===== config.mk =====
export PLATFORM = sky130hd
export DESIGN_NAME = sysid_check_ctrl
export DESIGN_NICKNAME = d
export VERILOG_FILES = /design/src/rtl/sysid_check_ctrl.sv
export SDC_FILE = /design/constraint.sdc
export NUM_CORES = 1
export LEC_CHECK = 0
export ABC_AREA = 1
export ABC_CLOCK_PERIOD_IN_PS = 1400
export BUFFER_PORTS_ARGS = -buffer_cell sky130_fd_sc_hd__buf_4
export CELL_PAD_IN_SITES_DETAIL_PLACEMENT = 0
export CELL_PAD_IN_SITES_GLOBAL_PLACEMENT = 1
export CORE_AREA = 2 2 133 135
export DETAILED_ROUTE_END_ITERATION = 10
export DIE_AREA = 0 0 135 137
export PLACE_DENSITY = 0.73
export SYNTH_ARGS = -nofsm -noshare
export SYNTH_HDL_FRONTEND = slang
export SYNTH_SLANG_ARGS = --single-unit

===== constraint.sdc =====
create_clock -name clock -period 1.4 [get_ports clock]
set_clock_uncertainty 0.2 [all_clocks]
set_input_delay 0.28 -clock clock [delete_from_list [all_inputs] [get_ports clock]]
set_output_delay 0.28 -clock clock [all_outputs]
set_load 0.005 [all_outputs]

===== src/rtl/sysid_check_ctrl.sv =====
// System-ID check sequencer: reads the ID and build timestamp words from the
// shared ID slave, compares them against expected values, and arbitrates host reads.
module sysid_check_ctrl #(
  parameter logic [31:0] EXPECTED_ID  = 32'h0000_0000,
  parameter logic [31:0] EXPECTED_TS  = 32'h5452_32CA,
  parameter int unsigned READ_LATENCY = 1,
  parameter bit          AUTO_START   = 1'b1
) (
  input  logic        clock,
  input  logic        reset,
  input  logic        start,
  output logic        sid_read,
  output logic        sid_address,
  input  logic [31:0] sid_readdata,
  input  logic        host_read,
  input  logic        host_address,
  output logic        host_waitrequest,
  output logic [31:0] host_readdata,
  output logic        host_readdatavalid,
  output logic        busy,
  output logic        done,
  output logic        check_valid,
  output logic [31:0] id_value,
  output logic [31:0] ts_value,
  output logic        id_ok,
  output logic        ts_ok
);

  typedef enum logic [2:0] {
    IDLE   = 3'd0,
    CHK_ID = 3'd1,
    CHK_TS = 3'd2,
    CMP    = 3'd3,
    HOST   = 3'd4
  } state_t;

  localparam logic [3:0] LAT_LAST = 4'(READ_LATENCY - 1);

  state_t      state_r;
  state_t      state_s;
  logic [3:0]  lat_cnt_r;
  logic        lat_last_s;
  logic        go_check_s;
  logic        pending_r;
  logic        host_addr_r;
  logic [31:0] id_value_r;
  logic [31:0] ts_value_r;
  logic [31:0] host_readdata_r;
  logic        host_rvalid_r;
  logic        id_ok_r;
  logic        ts_ok_r;
  logic        done_r;
  logic        check_valid_r;
  logic        sid_read_s;
  logic        sid_address_s;
  logic        host_wait_s;

  assign lat_last_s = (lat_cnt_r == LAT_LAST);
  assign go_check_s = pending_r | start;

  // State register and per-access cycle counter
  always_ff @(posedge clock) begin
    if (reset) begin
      state_r   <= IDLE;
      lat_cnt_r <= 4'd0;
    end else begin
      state_r <= state_s;
      if ((state_r == CHK_ID || state_r == CHK_TS || state_r == HOST) && !lat_last_s) begin
        lat_cnt_r <= lat_cnt_r + 4'd1;
      end else begin
        lat_cnt_r <= 4'd0;
      end
    end
  end

  // Next-state arbitration and slave/host handshake decode
  always_comb begin
    state_s       = state_r;
    sid_read_s    = 1'b0;
    sid_address_s = 1'b0;
    host_wait_s   = 1'b1;
    case (state_r)
      IDLE: begin
        // A check request always wins over a simultaneous host read
        if (go_check_s) begin
          state_s = CHK_ID;
        end else if (host_read) begin
          state_s = HOST;
        end else begin
          state_s = IDLE;
        end
      end
      CHK_ID: begin
        sid_read_s = 1'b1;
        if (lat_last_s) begin
          state_s = CHK_TS;
        end else begin
          state_s = CHK_ID;
        end
      end
      CHK_TS: begin
        sid_read_s    = 1'b1;
        sid_address_s = 1'b1;
        if (lat_last_s) begin
          state_s = CMP;
        end else begin
          state_s = CHK_TS;
        end
      end
      CMP: begin
        state_s = IDLE;
      end
      HOST: begin
        sid_read_s    = 1'b1;
        sid_address_s = host_addr_r;
        host_wait_s   = ~lat_last_s;
        if (lat_last_s) begin
          state_s = IDLE;
        end else begin
          state_s = HOST;
        end
      end
      default: begin
        state_s = IDLE;
      end
    endcase
  end

  // Pending request, captured words, compare results and host read return
  always_ff @(posedge clock) begin
    if (reset) begin
      pending_r       <= AUTO_START;
      host_addr_r     <= 1'b0;
      id_value_r      <= 32'h0000_0000;
      ts_value_r      <= 32'h0000_0000;
      host_readdata_r <= 32'h0000_0000;
      host_rvalid_r   <= 1'b0;
      id_ok_r         <= 1'b0;
      ts_ok_r         <= 1'b0;
      done_r          <= 1'b0;
      check_valid_r   <= 1'b0;
    end else begin
      // Leaving IDLE consumes any request; elsewhere further starts merge
      if (state_r == IDLE) begin
        pending_r <= 1'b0;
      end else if (start) begin
        pending_r <= 1'b1;
      end
      if (state_r == IDLE && !go_check_s && host_read) begin
        host_addr_r <= host_address;
      end
      if (state_r == CHK_ID && lat_last_s) begin
        id_value_r <= sid_readdata;
      end
      if (state_r == CHK_TS && lat_last_s) begin
        ts_value_r <= sid_readdata;
      end
      if (state_r == CMP) begin
        id_ok_r       <= (id_value_r == EXPECTED_ID);
        ts_ok_r       <= (ts_value_r == EXPECTED_TS);
        check_valid_r <= 1'b1;
      end
      done_r <= (state_r == CMP);
      if (state_r == HOST && lat_last_s) begin
        host_readdata_r <= sid_readdata;
      end
      host_rvalid_r <= (state_r == HOST) && lat_last_s;
    end
  end

  assign sid_read           = sid_read_s;
  assign sid_address        = sid_address_s;
  assign host_waitrequest   = host_wait_s;
  assign host_readdata      = host_readdata_r;
  assign host_readdatavalid = host_rvalid_r;
  assign busy               = (state_r == CHK_ID) || (state_r == CHK_TS) || (state_r == CMP) || done_r;
  assign done               = done_r;
  assign check_valid        = check_valid_r;
  assign id_value           = id_value_r;
  assign ts_value           = ts_value_r;
  assign id_ok              = id_ok_r;
  assign ts_ok              = ts_ok_r;

endmodule


==> run_results.csv, run 1 <==
group,metric,value,unit
pwr,p_comb_share,32.4,%
synth,synth_area_per_cell,7.744,sq um
route,viasPerCell,4.448,
critical_path,rr_startpoint,"lat_cnt_r[0]$_SDFF_PP0_",
synth,yosysMostFrequentCell,"nor2_1",
cells_and_area,syn_to_final_growth,75.38,%
global_route,grt_max_degree,38,
synth,synth_area_leaders,"dfxtp_1, nor2_1, o21ai_0",
pwr,power_density,1294,mW/mm^2
sta,relSlewSlack,80.38,%
sta,period_share,124.0,%
cts,cts_num_sinks,110,
cts,cts_buffers,9,
die,die_x,135,microns
die,start_util,24.70,%
route,drt_iter0_markers,133,
pwr,ir_drop,0.6274,mV
global_route,antenna_found_initial,0,
synth,async_flop_share,0,%
min_path,holdPathEnd,"host_readdata[19]$_SDFFE_PP0P_",
cells_and_area,antenna-diode-count,0,
synth,synth_fp_nets,583,
synth,yosys_warnings,0,
die,dieArea,0.01850,sq mm
pwr,cellLeakagePower,3.236,nW
critical_path,critPathRequiredTime,0.92,ns
die,fp.dieH,137,microns
die,num_io_pins,142,
sta,finalSetupViolCount,108,
route,first_pass_iters,4,
synth,synth_top_area_share,52.27,%
critical_path,critPathLaunchType,"flip-flop",
synth,synthTopCellsByCount,"nor2_1, dfxtp_1, o21ai_0",
pwr,p_switching,0.003038,W
cells_and_area,nFillCells,1701,
synth,syn_inst,544,
job,timing.max_cap.violations,0,
outcome,outcome,"finished, violations left",
synth,seq_area_frac_synth,52.27,%
critical_path,reg2regPathDepth,10,
synth,synth_area_leader_cell,"dfxtp_1",
critical_path,rrSetupSlack,-0.30,ns
pwr,p_seq_share,40.9,%
critical_path,critPathCaptureType,"output pin",
route,antenna_left,0,
die,core,0.01706,sq mm
global_route,gr-total-overflow,0,
cells_and_area,nets,797,
cells_and_area,finalNonFillerCells,988,
route,routed_wirelength,15890,microns
synth,syn_area,0.004213,sq mm
cts,htree_levels,3,
pwr,p_sw_share,31.78,%
synth,synthFlopType,"dfxtp_1",
cts,path_clk_slew,0.07,ns
placement,dp_hpwl,9791,microns
synth,ys_types,29,
sta,max_freq,0.5762,GHz
sta,tightestPinTransition,0.2938,ns
sta,worst_slack,-0.3355,ns
min_path,hold_class,"in -> reg",
cts,cts_tree,"yes",
critical_path,cp_max_fo,4,
route,post-route-drc-count,0,
pwr,intPower,0.006521,W
min_path,worst_hold_startpoint,"sid_readdata[19]",
global_route,grt_pass1_vias,4270,
min_path,hold_depth,3,
outcome,violations,"setup timing",
cells_and_area,layout-drive-gt1-share,48.89,%
cts,clock_latency,0.35,ns
cts,root_buffer,"clkbuf_16",
synth,synth_edf_count,0,
sta,min_period,1.736,ns
synth,synth-seq-cells,110,
sta,final-hold-violation-count,0,
critical_path,critPathArrivalTime,1.26,ns
critical_path,r2r-end,"id_value[23]$_SDFFE_PP0P_",
sta,finalMaxSlewViolations,0,
global_route,track_usage,16.73,%
die,num_rows,48,
placement,gpl.final_weighted_congestion,0.7573,
critical_path,critPathKind,"reg -> out",
sta,timing.setup.tns,-23.15,ns
global_route,grt_pass1_wl,23470,microns
pwr,pwr-share-clk,26.6,%
cts,cts_buffer_depth,2,
placement,place_inst,925,
placement,io_buffers,141,
route,num_vias,4395,
route,wl_per_cell,16.08,microns
sta,rsz0062_at_grt,"true",
-- power groups by stage --
stage | logic, W | clock network [W] | registers [W]
floorplan | 0.000976 | 0 | 0.00388
global placement | 0.00233 | 0 | 0.00389
detailed placement | 0.00233 | 0 | 0.00389
CTS | 0.00290 | 0.00261 | 0.00387
global route | 0.00338 | 0.00271 | 0.00397
finish | 0.00310 | 0.00255 | 0.00391
-- kinds of logic after synthesis --
logic type / Yosys count / synth area share, %
AOI/OAI and AO/OA: 127 / 15.18
xor gates and xnor gates: 2 / 0.4159
adders and majority gates: 2 / 0.5939
buffers and inverters: 63 / 7.930
DFF: 110 / 52.27
and+or+nand+nor: 240 / 23.61
-- final cells by class --
class | count | area (sq um) | share of cell area, %
clock buffers | 14 | 274.0 | 3.709
clock inverters | 2 | 15.01 | 0.2032
inverters | 33 | 146.4 | 1.981
multi-input cells | 371 | 2185 | 29.57
flip-flops and latches | 110 | 2240 | 30.31
well taps | 225 | 281.5 | 3.810
repair buffers | 233 | 2247 | 30.41
-- cells in the final DEF (no fill, tap or decap), types with 3 or more instances in the layout --
cell type | netlist | layout
o21ai_1 | 28 | 17
nand3_4 | 0 | 4
inv_2 | 4 | 9
nor2_1 | 188 | 147
nand2_1 | 28 | 25
o21ai_2 | 0 | 47
buf_16 | 0 | 5
dfxtp_2 | 0 | 24
nand2_2 | 1 | 3
a21oi_2 | 0 | 7
nor2_2 | 1 | 24
dlygate4sd3_1 | 0 | 32
clkbuf_8 | 0 | 3
nand3_1 | 7 | 4
a21oi_1 | 24 | 17
buf_12 | 0 | 16
inv_1 | 28 | 19
inv_4 | 1 | 3
dfxtp_1 | 110 | 84
o21ai_0 | 73 | 35
or2_2 | 3 | 3
clkbuf_16 | 0 | 11
nor2_4 | 3 | 21
buf_6 | 11 | 22
buf_4 | 1 | 156
-- registers in the layout (all words and copies together) (netlist names), 3 cells and up --
signal,flops
ts_value,32
id_value,32
state_r,3
host_readdata,32
lat_cnt_r,4
-- stage by stage --
stage / util, % / power [W] / worst slack (ns) / hold WS [ns] / cell area (sq um)
after floorplan: - / 0.004855 / -0.02303 / 0.2048 / 4244
after global placement: 34.15 / 0.006215 / -0.06926 / 0.2453 / 5824
after detailed placement: 34.15 / 0.006220 / -0.1180 / 0.2454 / 5824
after CTS: 41.60 / 0.009376 / -0.3289 / 0.001187 / 7096
after global routing: 43.32 / 0.01006 / -0.3840 / 0.01789 / 7388
final: 43.32 / 0.009560 / -0.3355 / 0.009257 / 7388
-- metal layers --
layer | vias to the layer above | part of all wire [%] | GRT usage (%) | wire [microns]
li1 | 2167 | - | - | -
met1 | 2106 | 46 | 21.70 | 7281
met5 | - | 0 | 0 | 0
met2 | 108 | 47 | 27.27 | 7500
met4 | 0 | 1.1 | 5.093 | 171
met3 | 14 | 5.9 | 4.481 | 937
-- critical path, cell delays in order (launching register included) --
cell and delay [ns]:
dfxtp_4 0.37, nor2_4 0.13, nand2_4 0.09, nor2_8 0.15, inv_8 0.05, buf_6 0.11
-- how the worst max path moves through the flow --
stage / start / end / slack, ns / cells after the start
3_5_place_dp: state_r[1]$_SDFF_PP0_ / ts_value[5]$_SDFFE_PP0P_ / -0.12 / 6
6_report: state_r[0]$_SDFF_PP0_ / host_waitrequest / -0.34 / 5
4_1_cts: state_r[0]$_SDFF_PP0_ / host_waitrequest / -0.33 / 5
3_3_place_gp: lat_cnt_r[1]$_SDFF_PP0_ / host_readdata[10]$_SDFFE_PP0P_ / -0.07 / 8
5_1_grt: lat_cnt_r[0]$_SDFF_PP0_ / id_value[23]$_SDFFE_PP0P_ / -0.38 / 10
2_1_floorplan: lat_cnt_r[1]$_SDFF_PP0_ / host_waitrequest / -0.02 / 6
-- repair_timing --
item,CTS,global route
setup buffers,16,4
hold buffers,32,0
gates resized for setup,151,100
cloned,6,2
endpoints found under the hold margin,78,0
endpoints found under the setup margin,113,115
pin swaps,15,36
Note: power is estimated with default switching activity, not from simulation.
==> inputs of run 2 (changes only) <==
==> config.mk (replaced) <==
export PLATFORM = sky130hd
export DESIGN_NAME = sysid_check_ctrl
export DESIGN_NICKNAME = d
export VERILOG_FILES = /design/src/rtl/sysid_check_ctrl.sv
export SDC_FILE = /design/constraint.sdc
export NUM_CORES = 1
export LEC_CHECK = 0
export ABC_AREA = 1
export ABC_CLOCK_PERIOD_IN_PS = 2000
export BUFFER_PORTS_ARGS = -buffer_cell sky130_fd_sc_hd__buf_4
export CELL_PAD_IN_SITES_DETAIL_PLACEMENT = 0
export CELL_PAD_IN_SITES_GLOBAL_PLACEMENT = 1
export CORE_AREA = 2 2 153 118
export DETAILED_ROUTE_END_ITERATION = 10
export DIE_AREA = 0 0 155 120
export PLACE_DENSITY = 0.71
export RECOVER_POWER = 100
export SYNTH_ARGS = -nofsm -noshare
export SYNTH_HDL_FRONTEND = slang
export SYNTH_SLANG_ARGS = --single-unit
==> constraint.sdc (replaced) <==
create_clock -name clock -period 2 [get_ports clock]
set_clock_uncertainty 0.2 [all_clocks]
set_input_delay 0.4 -clock clock [delete_from_list [all_inputs] [get_ports clock]]
set_output_delay 0.4 -clock clock [all_outputs]
set_load 0.005 [all_outputs]
==> run_results.csv, run 2 (synthesized netlist as in run 1, its figures left out) <==
group,metric,value,unit
sta,finalMaxSlewViolations,0,
sta,finalSetupViolCount,0,
die,num_rows,42,
global_route,grt_pass1_vias,3604,
critical_path,critPathKind,"reg -> out",
critical_path,cp_max_fo,5,
critical_path,max_stage_delay,0.33,ns
sta,relSlewSlack,63.19,%
route,num_vias,3889,
route,first_pass_iters,4,
cells_and_area,nets,726,
placement,dp_hpwl,9673,microns
route,antenna_left,0,
critical_path,worst-path-buf-inv,4,
sta,final-hold-violation-count,0,
route,post-route-drc-count,0,
critical_path,rr_startpoint,"state_r[2]$_SDFF_PP0_",
die,core,0.01718,sq mm
critical_path,cp_top_family,"buffers and inverters",
pwr,cellLeakagePower,2.738,nW
global_route,gr-total-overflow,0,
critical_path,critPathLaunchType,"flip-flop",
cells_and_area,nFillCells,1859,
critical_path,cp.depth,7,
global_route,grt.busiest_layer,"met1",
cts,path_clk_slew,0.07,ns
critical_path,crit_path_end,"host_waitrequest",
route,wl_per_cell,15.12,microns
cells_and_area,antenna-diode-count,0,
placement,io_buffers,141,
pwr,power_density,1012,mW/mm^2
cells_and_area,final_cell_area,0.005867,sq mm
cts,root_buffer,"clkbuf_16",
cells_and_area,syn_to_final_growth,39.26,%
placement,placed_area,0.005494,sq mm
cts,cts_num_sinks,110,
global_route,grt_pass1_wl,20980,microns
cts,cts_tree,"yes",
critical_path,rrSetupSlack,0.22,ns
job,timing.max_cap.violations,0,
cts,cts_buffer_depth,2,
cells_and_area,mostFrequentLayoutCell,"nor2_1",
cts,clock_latency,0.35,ns
critical_path,r2r-end,"id_value[19]$_SDFFE_PP0P_",
global_route,track_usage,14.72,%
sta,tightestPinTransition,0.5516,ns
global_route,met1_usage,21.20,%
placement,gpl.final_weighted_congestion,0.7503,
global_route,met2_usage,20.92,%
die,dieArea,0.01860,sq mm
sta,min_period,1.944,ns
critical_path,critPathSlowestCell,"dfxtp_2",
sta,timing.setup.tns,0,ns
route,drt_iter0_markers,250,
sta,period_share,97.20,%
cts,htree_levels,3,
pwr,ir_drop,0.3508,mV
cts,cts_buffers,9,
critical_path,path_cells,"inv_2, ha_4, nand2_4, buf_6, nor2_8, inv_4, buf_6",
critical_path,cp_common_cell,"buf_6",
sta,max_freq,0.5144,GHz
cells_and_area,layout-drive-gt1-share,28.90,%
critical_path,critPathCaptureType,"output pin",
route,viasPerCell,4.264,
route,routed_wirelength,13790,microns
global_route,antenna_found_initial,0,
die,die_x,155,microns
cells_and_area,final_cell_mix,"nor2_1, buf_4, dfxtp_1, o21ai_0",
critical_path,setup.worst_path.start,"lat_cnt_r[0]$_SDFF_PP0_",
outcome,outcome,"completed",
min_path,hold_class,"in -> reg",
global_route,met3_usage,4.225,%
global_route,grt_max_degree,74,
critical_path,reg2regPathDepth,6,
critical_path,critPathRequiredTime,1.40,ns
critical_path,critPathArrivalTime,1.34,ns
die,start_util,24.52,%
sta,rsz0062_at_grt,"true",
die,num_io_pins,142,
die,fp.dieH,120,microns
## run 2: cell count changes in the layout (fill, tap and decap cells not counted), moves of 11 or more
cell | before | now
o21ai_2 | 47 | 1
nor2_1 | 147 | 188
o21ai_0 | 35 | 72
dlygate4sd3_1 | 32 | 0
nor2_2 | 24 | 1
dfxtp_1 | 84 | 105
buf_6 | 22 | 2
dfxtp_2 | 24 | 5
nor2_4 | 21 | 4
buf_12 | 16 | 4
o21ai_1 | 17 | 28
## run 2: layer usage
layer  vias up  wire [microns]
li1       2027               -
met1      1751            7068
met2        96            5684
met3        15             801
met4         0             238
met5         -               0
## run 2: repair_timing
| action | CTS | global route |
|---|---|---|
| gates cloned | 0 | 1 |
| endpoints found under the setup margin | 6 | 18 |
| resized for setup | 9 | 6 |
| pin swaps | 4 | 4 |
| hold buffers | 0 | 0 |
| buffers inserted | 5 | 1 |
## run 2: layout make-up
cell class | instances | area, sq um | share of cell area, %
Clock buffer | 13 | 240.2 | 4.095
Clock inverter | 3 | 45.04 | 0.7678
Inverter | 33 | 126.4 | 2.154
Multi-Input combinational cell | 372 | 1709 | 29.13
Sequential cell | 110 | 2208 | 37.64
Tap cell | 220 | 275.3 | 4.692
Timing Repair Buffer | 161 | 1262 | 21.52
## run 2: worst min-delay path by stage
stage | startpoint | end | cells after the start
finish | start | pending_r$_SDFFE_PP1P_ | 3
global placement | host_addr_r$_SDFFE_PP0P_ | host_addr_r$_SDFFE_PP0P_ | 2
floorplan | host_addr_r$_SDFFE_PP0P_ | host_addr_r$_SDFFE_PP0P_ | 2
detailed placement | host_addr_r$_SDFFE_PP0P_ | host_addr_r$_SDFFE_PP0P_ | 2
CTS | start | pending_r$_SDFFE_PP1P_ | 3
global route | start | pending_r$_SDFFE_PP1P_ | 3
## run 2: report_power, final
| part | internal, W | leakage, nW | total [W] | switching [W] |
|---|---|---|---|---|
| clock network | 0.000976 | 0.130 | 0.00180 | 0.000829 |
| registers | 0.00248 | 0.900 | 0.00269 | 0.000207 |
| logic | 0.000672 | 1.71 | 0.00145 | 0.000777 |
| total | 0.00413 | 2.74 | 0.00594 | 0.00181 |
## run 2: tightest hold or removal path, delay by kind of cell
kind | cells | cell delay, ns
compound gates | 1 | 0.06
buf+inv | 1 | 0.09
simple gates | 1 | 0.05
## run 2: stage by stage
step | hold WS [ns] | power, W | util, % | setup WS [ns] | std cells
after floorplan | 0.2247 | 0.003394 | - | 0.3895 | 544
after global placement | 0.2351 | 0.004186 | 31.97 | 0.07459 | 889
after detailed placement | 0.2425 | 0.004189 | 31.97 | -0.008375 | 889
after CTS | 0.06792 | 0.006015 | 33.98 | 0.0002879 | 910
after global routing | 0.07504 | 0.006300 | 34.14 | -0.02254 | 912
final | 0.07969 | 0.005938 | 34.14 | 0.05609 | 912
